[config.mk]
export PLATFORM = sky130hd
export DESIGN_NAME = mem_port_arbiter
export DESIGN_NICKNAME = d
export VERILOG_FILES = /design/src/rtl/mem_port_arbiter.sv
export SDC_FILE = /design/constraint.sdc
export NUM_CORES = 1
export LEC_CHECK = 0
export ABC_AREA = 1
export BUFFER_PORTS_ARGS = -buffer_cell sky130_fd_sc_hd__buf_4
export CAP_MARGIN = 25
export CORE_MARGIN = 10
export CORE_UTILIZATION = 35
export DETAILED_ROUTE_END_ITERATION = 16
export PLACE_DENSITY = 0.58
export SLEW_MARGIN = 25
export SYNTH_ARGS = -nofsm -noshare
export SYNTH_HDL_FRONTEND = slang
export SYNTH_SLANG_ARGS = --single-unit
[constraint.sdc]
create_clock -name clock -period 2.05 [get_ports clock]
set_input_delay 0.3075 -clock clock [delete_from_list [all_inputs] [get_ports clock]]
set_output_delay 0.3075 -clock clock [all_outputs]
set_load 0.02 [all_outputs]
[src/rtl/mem_port_arbiter.sv]
// Round-robin arbiter that shares one fixed-latency word memory between the
// instruction-fetch port (I) and the load/store port (D), with byte loads and read-modify-write byte stores.
module mem_port_arbiter #(
  parameter int ADDR_W      = 12,
  parameter int MEM_LATENCY = 1
) (
  input  logic              clock,
  input  logic              reset,
  input  logic              i_req,
  input  logic [ADDR_W-1:0] i_addr,
  output logic              i_ack,
  output logic [31:0]       i_rdata,
  output logic              i_err,
  input  logic              d_req,
  input  logic              d_we,
  input  logic              d_size,
  input  logic [ADDR_W-1:0] d_addr,
  input  logic [31:0]       d_wdata,
  output logic              d_ack,
  output logic [31:0]       d_rdata,
  output logic              d_err,
  output logic              mem_en,
  output logic              mem_we,
  output logic [ADDR_W-3:0] mem_addr,
  output logic [31:0]       mem_wdata,
  input  logic [31:0]       mem_rdata
);

  typedef enum logic [2:0] {
    IDLE,
    RD_WAIT,
    WR,
    RMW_WAIT,
    RMW_WR,
    ERR_ACK
  } state_t;

  localparam int CNT_W = (MEM_LATENCY < 2) ? 1 : $clog2(MEM_LATENCY + 1);
  localparam logic [CNT_W-1:0] LAT = CNT_W'(MEM_LATENCY);

  state_t            state;
  state_t            state_nxt;
  logic [CNT_W-1:0]  cnt;
  logic              last_grant_d;
  logic              cur_d;
  logic              cur_byte;
  logic [1:0]        cur_lane;
  logic [7:0]        cur_wbyte;

  logic              i_pend;
  logic              d_pend;
  logic              any_pend;
  logic              tie;
  logic              grant_d;
  logic [ADDR_W-1:0] g_addr;
  logic              g_store;
  logic              g_byte;
  logic              misaligned;
  logic              data_valid;

  logic [4:0]        shamt;
  logic [31:0]       lane_shifted;
  logic [31:0]       merged;

  logic              i_ack_n;
  logic [31:0]       i_rdata_n;
  logic              i_err_n;
  logic              d_ack_n;
  logic [31:0]       d_rdata_n;
  logic              d_err_n;
  logic              mem_en_n;
  logic              mem_we_n;
  logic [ADDR_W-3:0] mem_addr_n;
  logic [31:0]       mem_wdata_n;

  // A port whose ack is high this cycle is still holding its old request, so it is masked.
  always_comb begin
    i_pend     = i_req & ~i_ack;
    d_pend     = d_req & ~d_ack;
    any_pend   = i_pend | d_pend;
    tie        = i_pend & d_pend;
    grant_d    = d_pend & (~i_pend | ~last_grant_d);
    g_addr     = grant_d ? d_addr : i_addr;
    g_store    = grant_d & d_we;
    g_byte     = grant_d & d_size;
    misaligned = (g_addr[1:0] != 2'b00) & ~g_byte;
  end

  assign data_valid = (cnt == LAT);

  // Big-endian lanes: lane 0 lives in bits 31:24, lane 3 in bits 7:0.
  assign shamt        = {2'd3 - cur_lane, 3'b000};
  assign lane_shifted = mem_rdata >> shamt;
  assign merged       = (mem_rdata & ~(32'h0000_00FF << shamt)) |
                        ({24'd0, cur_wbyte} << shamt);

  always_ff @(posedge clock) begin
    if (reset) begin
      state        <= IDLE;
      cnt          <= '0;
      last_grant_d <= 1'b1;
      cur_d        <= 1'b0;
      cur_byte     <= 1'b0;
      cur_lane     <= 2'b00;
      cur_wbyte    <= 8'h00;
      i_ack        <= 1'b0;
      i_rdata      <= 32'h0;
      i_err        <= 1'b0;
      d_ack        <= 1'b0;
      d_rdata      <= 32'h0;
      d_err        <= 1'b0;
      mem_en       <= 1'b0;
      mem_we       <= 1'b0;
      mem_addr     <= '0;
      mem_wdata    <= 32'h0;
    end else begin
      state     <= state_nxt;
      cnt       <= (state == IDLE) ? '0 : cnt + 1'b1;
      i_ack     <= i_ack_n;
      i_rdata   <= i_rdata_n;
      i_err     <= i_err_n;
      d_ack     <= d_ack_n;
      d_rdata   <= d_rdata_n;
      d_err     <= d_err_n;
      mem_en    <= mem_en_n;
      mem_we    <= mem_we_n;
      mem_addr  <= mem_addr_n;
      mem_wdata <= mem_wdata_n;
      if (state == IDLE && any_pend) begin
        cur_d     <= grant_d;
        cur_byte  <= g_byte;
        cur_lane  <= g_addr[1:0];
        cur_wbyte <= d_wdata[7:0];
        if (tie) begin
          last_grant_d <= grant_d;
        end
      end
    end
  end

  always_comb begin
    state_nxt = state;
    case (state)
      IDLE: begin
        if (any_pend) begin
          if (misaligned) begin
            state_nxt = ERR_ACK;
          end else if (!g_store) begin
            state_nxt = RD_WAIT;
          end else if (g_byte) begin
            state_nxt = RMW_WAIT;
          end else begin
            state_nxt = WR;
          end
        end
      end
      RD_WAIT: begin
        if (data_valid) begin
          state_nxt = IDLE;
        end
      end
      RMW_WAIT: begin
        if (data_valid) begin
          state_nxt = RMW_WR;
        end
      end
      WR, RMW_WR, ERR_ACK: state_nxt = IDLE;
      default: state_nxt = IDLE;
    endcase
  end

  // Next values of the registered outputs; rdata, address and write data hold unless updated.
  always_comb begin
    i_ack_n     = 1'b0;
    i_rdata_n   = i_rdata;
    i_err_n     = 1'b0;
    d_ack_n     = 1'b0;
    d_rdata_n   = d_rdata;
    d_err_n     = 1'b0;
    mem_en_n    = 1'b0;
    mem_we_n    = 1'b0;
    mem_addr_n  = mem_addr;
    mem_wdata_n = mem_wdata;
    case (state)
      IDLE: begin
        if (any_pend) begin
          if (misaligned) begin
            if (grant_d) begin
              d_ack_n   = 1'b1;
              d_err_n   = 1'b1;
              d_rdata_n = 32'h0;
            end else begin
              i_ack_n   = 1'b1;
              i_err_n   = 1'b1;
              i_rdata_n = 32'h0;
            end
          end else begin
            mem_en_n   = 1'b1;
            mem_addr_n = g_addr[ADDR_W-1:2];
            if (g_store && !g_byte) begin
              mem_we_n    = 1'b1;
              mem_wdata_n = d_wdata;
            end
          end
        end
      end
      RD_WAIT: begin
        if (data_valid) begin
          if (cur_d) begin
            d_ack_n   = 1'b1;
            d_rdata_n = cur_byte ? {24'd0, lane_shifted[7:0]} : mem_rdata;
          end else begin
            i_ack_n   = 1'b1;
            i_rdata_n = mem_rdata;
          end
        end
      end
      RMW_WAIT: begin
        if (data_valid) begin
          mem_en_n    = 1'b1;
          mem_we_n    = 1'b1;
          mem_wdata_n = merged;
        end
      end
      WR, RMW_WR: d_ack_n = 1'b1;
      default: ;
    endcase
  end

endmodule

==> metrics, run 1 <==
First DRT Iteration DRCs=437; Post-Route Setup TNS=0 ns; Synth Warn #=0; pin count of the biggest net entering global routing=79; Tcrit/Tclk final=85.96%; Synth Area in XOR/XNOR=0%; HP Start=d_wdata[7]; die area=22860 um2; Post-Synthesis Cells=883; post-synthesis compound-gate area fraction=16.32%; initial core utilization=36.08%; maxcap violations=0; initial antenna violation count=0; CTS tree=done; port bufs=205; H-tree levels=4; Hold Fails Final Rpt=0; Setup WS post-layout=0.2878 ns; Clock power frac=36.4%; FF+latch count, synth=129; GP Congestion=0.9533; wire length per cell=18.57 um; Crit. End Element=flip-flop; Unique masters post-synth=30; Post-DP HPWL=18080 um; Die Span X=151.2 um; CTS Sinks=129; CORE AREA=16700 um2; RSZ-0062 raised after global routing=false; total power=8.456 mW; Synth Area in Adders=0%; crit path max fanout=34; P_int=5.543 mW; largest family of logic cells by synthesized area=simple AND/OR/NAND/NOR gates; reg2reg end=mem_wdata[4]; num rows=47; DRT Pass-1 Iters=5; Yosys top cell by area=dfxtp_1; post-route DRC violation count=0; sw frac=34.45%; max-slew violation count=0; Remaining Overflow, GRT=0; Synth top area share=42.86%; Post-CTS Setup Bufs=0; Clock transition at path regs=0.06 ns; Slew HR=62.01%; Clock Latency Late Sink=0.43 ns; hold path depth=3; vias in the first global route=6362; Reg2Reg Setup Slack=0.29 ns; Post-synth ARST share=0%; Sequential Power Share=35.1%; Syn Std Cell Area=6026 um2; power density over the cells=1008 nW/um2; worst r2r src=state[2]; Syn-to-layout area delta=39.20%; Die Ht=151.2 um; Crit path arrival time=2.08 ns; Mapped Avg Cell Area=6.824 um2; via count=6555; pre-CTS WS=0.1691 ns; top-level I/O count=206; EDFF count, synth=0; Hold/Removal Path Class=input port to flip-flop; sw power=2.914 mW; Comb pwr share=28.5%; Lkg Pwr=3.842 nW; fin nets=1166; Max Clock Freq=567.5 MHz; layout cell share with drive strength beyond 1=26.41%; status=complete, no violations; CP required=2.37 ns; Final min period=1.762 ns; Synth Area in Simple Gates=34.63%; R2R cell count=9; nature of the critical path startpoint=flip-flop; hold endpoint=cur_wbyte[7]; CTS root buffer=clkbuf_16; clk_skew=0.007318 ns; DR vias/cell=5.031; ant diodes=0; wirelength, routed=24190 um; Peak VDD IR=741.0 uV; Longest Clk Path Bufs=2; first-pass GRT wire length=36740 um; critical path class=flip-flop to flip-flop; multiplexer area fraction after synthesis=0%; GRT Resource Usage Total=20.79%; Net Count, Synth=977; Worst setup startpoint=state[2]; antenna-violating nets left=0; # setup viols final=0; Primary FF master, synth=dfxtp_1; top post-synthesis cells by area=dfxtp_1 (43%), nand2_1 (14%), o21ai_0 (8.0%); CTS buffer count=17; worst slew pin tran=0.5692 ns; sequential fraction of the synthesis area=42.86%
[repair_timing]
action                                  CTS  global route
hold buffers                              0             0
resized for setup                         0             1
endpoints found under the setup margin    0             1
hold endpoints to repair                  0             0
[how the worst max path moves through the flow]
stage                         end  slack [ns]
finish               mem_wdata[4]        0.29
floorplan           mem_wdata[21]        0.33
global route          mem_addr[7]        0.11
CTS                   d_rdata[26]        0.21
detailed placement    d_rdata[26]        0.17
global placement      d_rdata[20]        0.22
[cell families after synthesis]
group           Yosys count
compound gates          191
buf+inv                  86
flops                   129
simple gates            477
[per-layer routing]
| metal | vias to the layer above | routed length (um) | GRT usage [%] |
|---|---|---|---|
| met5 | - | 0 | 0 |
| met4 | 0 | 250 | 5.486 |
| met3 | 17 | 2510 | 7.876 |
| met2 | 275 | 10890 | 31.32 |
| met1 | 2989 | 10540 | 27.23 |
| li1 | 3274 | - | - |
[cells in the final DEF, fill, tap and decap left out, types with 2 or more instances in the layout]
master	n
a21o_1	2
a21oi_1	87
a22o_1	2
a22oi_1	2
buf_12	4
buf_4	223
bufinv_16	3
clkbuf_16	17
clkbuf_8	2
clkinv_1	2
clkinv_2	5
clkinvlp_4	2
dfxtp_1	129
inv_1	24
inv_2	3
nand2_1	231
nand2_2	4
nand2_4	3
nand3_1	56
nand3_2	2
nand3b_1	33
nand4_1	3
nor2_1	126
nor2_2	14
o21ai_0	96
[metrics by stage]
stage / cell area (um2) / cells / util, % / hold WS, ns
after floorplan: 6026 / 883 / - / 0.4424
after global placement: 7791 / 1273 / 46.65 / 0.4493
after detailed placement: 7791 / 1273 / 46.65 / 0.4566
after CTS: 8383 / 1303 / 50.19 / 0.1127
after global routing: 8388 / 1303 / 50.22 / 0.1320
final: 8388 / 1303 / 50.22 / 0.1332
[state kept, by name, indices dropped and copies added, names as in the netlist, 2 cells and up]
register and cells:
cur_lane 2, state 3, mem_addr 10, mem_wdata 32
d_rdata 32, i_rdata 32, cur_wbyte 8
[power groups by stage]
stage	clock [mW]	combinational [mW]	sequential [mW]
detailed placement	0	2.39	3.02
finish	3.08	2.41	2.97
global route	3.25	2.67	3.00
floorplan	0	1.34	3.13
CTS	3.14	2.40	2.97
global placement	0	2.40	3.02
[layout make-up]
class                      count  area (um2)
clock buffer                  19       452.9
clock inverter                11       138.9
fill                        1755        8313
inverter                      29       108.9
multi-input combinational    668        3075
sequential                   129        2582
tap                          220       275.3
timing repair buffer         227        1754
[synth_stat cells (3+ instances only)]
master and instances:
buf_2 13, clkbuf_1 36, o21ai_0 96, buf_6 3, nand4_1 3, nand2_1 231, nand3_1 56, inv_1 24
inv_2 3, nand3b_1 33, buf_4 3, dfxtp_1 129, nor2_2 14, nand2_2 5, nor2_1 126, a21oi_1 87
[critical path, stage by stage (launching register included)]
cell     delay (ns)
dfxtp_1        0.34
nor2_2         0.15
inv_2          0.05
nor2_1         0.12
buf_4          0.30
nand2_2        0.08
and2_1         0.19
buf_12         0.17
nor2_1         0.18
nor2_1         0.06
Note: power is estimated with default switching activity, not from simulation.
==> run 2: changes to the inputs <==
--- a/config.mk
+++ b/config.mk
@@ -11,6 +11,7 @@
 export CORE_MARGIN = 10
 export CORE_UTILIZATION = 35
 export DETAILED_ROUTE_END_ITERATION = 16
+export MAX_ROUTING_LAYER = met4
 export PLACE_DENSITY = 0.58
 export SLEW_MARGIN = 25
 export SYNTH_ARGS = -nofsm -noshare
==> constraint.sdc (replaced) <==
create_clock -name clock -period 2.3 [get_ports clock]
set_input_delay 0.345 -clock clock [delete_from_list [all_inputs] [get_ports clock]]
set_output_delay 0.345 -clock clock [all_outputs]
set_load 0.02 [all_outputs]
==> run 2 against run 1 <==
  * Sequential share of layout area decreased by 0.16 points
  * Critical endpoint is now i_err
  * Cell area is 0.54% higher
  * Setup slack improved by 0.15 ns
  * Highest routed layer unchanged
  * Worst hold slack improved by 0.044 ns
  * Final cell count increased by 0.15%
  * Die area unchanged
  * Clock power is 3% lower
  * Count of clock-buffer cells in the layout increased by 3
  * Maximum frequency shrank 5.4%
  * Register-to-register slack better by 0.15 ns
  * Combinational power down 12%
  * Critical path type unchanged
  * Sequential power is 11% lower
==> metrics, run 2 (synthesis gave the netlist of run 1 again) <==
status=complete, no violations; vias in the first global route=6524 (+2.5%); Die Ht=151.2 um (unchanged); Hold/Removal Path Class=input port to flip-flop; max-slew violation count=0 (unchanged); worst slew pin tran=0.8511 ns (+0.2819 ns); FILL cells=1748 (-0.40%); CTS Sinks=129 (unchanged); PostCTS Resize Cnt=0 (unchanged); non-filler instance count after layout=1305 (+0.15%); Reg2Reg Setup Slack=0.44 ns (+0.15 ns); Hold Fails Final Rpt=0 (unchanged); worst r2r src=d_ack; GP Congestion=0.9222 (-3.3%); Final min period=1.862 ns (+0.09987 ns); pin count of the biggest net entering global routing=65 (-18%); top-level I/O count=206 (unchanged); GRT Resource Usage Total=21.25% (+0.46 points); R2R cell count=8 (-1); die area=22860 um2 (unchanged); Post-DP HPWL=17970 um (-0.57%); ant diodes=0 (unchanged); power density over the cells=921.6 nW/um2 (-8.6%); Slew HR=43.20% (-19 points); H-tree levels=4 (unchanged); hold buffers post-CTS=0 (unchanged); via count=6520 (-0.53%); Die Span X=151.2 um (unchanged); first-pass GRT wire length=36380 um (-1.0%); First DRT Iteration DRCs=542 (+24%); Syn-to-layout area delta=39.95%; Post-Route Setup TNS=0 ns (unchanged); antenna-violating nets left=0 (unchanged); wire length per cell=18.42 um (-0.78%); dpl cells=1273 (unchanged); CTS root buffer=clkbuf_16; fin nets=1166 (unchanged); crit path max fanout=30 (-12%); critical path class=flip-flop to flip-flop; Remaining Overflow, GRT=0 (unchanged); Post-CTS Setup Bufs=0 (unchanged); Clock Latency Late Sink=0.42 ns (about the same); clk_skew=0.009828 ns (+0.002510 ns); initial core utilization=36.08% (unchanged); # setup viols final=0 (unchanged); RSZ-0062 raised after global routing=false; Tcrit/Tclk final=80.96% (-5.0 points); port bufs=205 (unchanged); commonest non-fill, non-tap cell in the layout=nand2_1; biggest regs=d_rdata: 32 flops, i_rdata: 32 flops, mem_wdata: 32 flops; layout cell share with drive strength beyond 1=26.36% (-0.049 points); num rows=47 (unchanged); nature of the critical path startpoint=flip-flop; CORE AREA=16700 um2 (unchanged); wirelength, routed=24040 um (-0.62%); DRT Pass-1 Iters=5 (unchanged); Peak VDD IR=572.8 uV (-23%); maxcap violations=0 (unchanged); Worst Setup EP=i_err; post-route DRC violation count=0 (unchanged); Util after Layout=50.49% (+0.27 points); CP required=2.61 ns (+0.24 ns); Lkg Pwr=3.854 nW (+0.31%); CTS buffer count=17 (unchanged); Crit. End Element=flip-flop; DR vias/cell=4.996 (-0.69%); Max Clock Freq=537.0 MHz (-5.4%); commonest cells after routing, fill and taps aside=nand2_1 (231), buf_4 (224), dfxtp_1 (129); Crit path arrival time=2.17 ns (+0.09 ns); CTS tree=done; Longest Clk Path Bufs=2 (unchanged); initial antenna violation count=0 (unchanged); Clock transition at path regs=0.06 ns (about the same); Worst setup startpoint=d_ack; reg2reg end=i_err
[run 2: changes by cell type in the layout (fill, tap and decap cells not counted)]
cell,change
buf_12,-1
buf_4,+1
bufinv_16,+2
clkbuf_1,+2
clkbuf_8,+1
clkinv_2,-2
clkinv_4,-1
nand2_2,+1
nand2_4,-1
[run 2: layout make-up]
cell class / instances / area, um2 / share of cell area [%]
well taps: 220 / 275.3 / 3.264
clock buffers: 22 / 474.2 / 5.623
clock inverters: 10 / 180.2 / 2.137
flip-flops and latches: 129 / 2582 / 30.62
repair buffers: 227 / 1742 / 20.65
multi-input cells: 668 / 3070 / 36.41
inverters: 29 / 108.9 / 1.291
[run 2: report_power, final]
part	switching, mW	internal [mW]	total, mW	leakage (nW)
clock	0.995	2.00	3.00	0.316
combinational	1.39	0.735	2.12	2.49
sequential	0.199	2.45	2.65	1.05
total	2.58	5.19	7.77	3.85
[run 2: stage by stage]
step           hold slack (ns)  worst slack, ns  power (mW)  cell area [um2]
4_1_cts                 0.1652           0.4512       7.816             8433
6_report                0.1775           0.4379       7.772             8433
5_1_grt                 0.1790           0.1858       8.193             8433
3_3_place_gp            0.4503           0.3741       4.799             7779
2_1_floorplan           0.4650           0.5811       3.981             6026
3_5_place_dp            0.4528           0.3526       4.800             7779
[run 2: worst min path at each step]
stage | from | to | depth (start not counted)
detailed placement | mem_addr[1] | mem_addr[1] | 2
finish | d_wdata[3] | cur_wbyte[3] | 3
CTS | d_wdata[5] | cur_wbyte[5] | 3
global placement | d_rdata[31] | d_rdata[31] | 2
floorplan | last_grant_d | last_grant_d | 1
global route | d_wdata[0] | cur_wbyte[0] | 3
[run 2: worst max-delay path: stages, from the launching register on]
cell      delay (ns)
dfxtp_1         0.34
nor2_4          0.18
inv_1           0.05
nand2_1         0.07
inv_1           0.06
nor2_2          0.11
buf_4           0.30
clkinv_1        0.31
nor4_1          0.32
[run 2: layer usage]
metal  global-route usage [%]  wire, um
met1                    26.65     10730
met3                    6.683      2143
met5                        -         0
met4                    6.689       323
met2                    31.91     10850
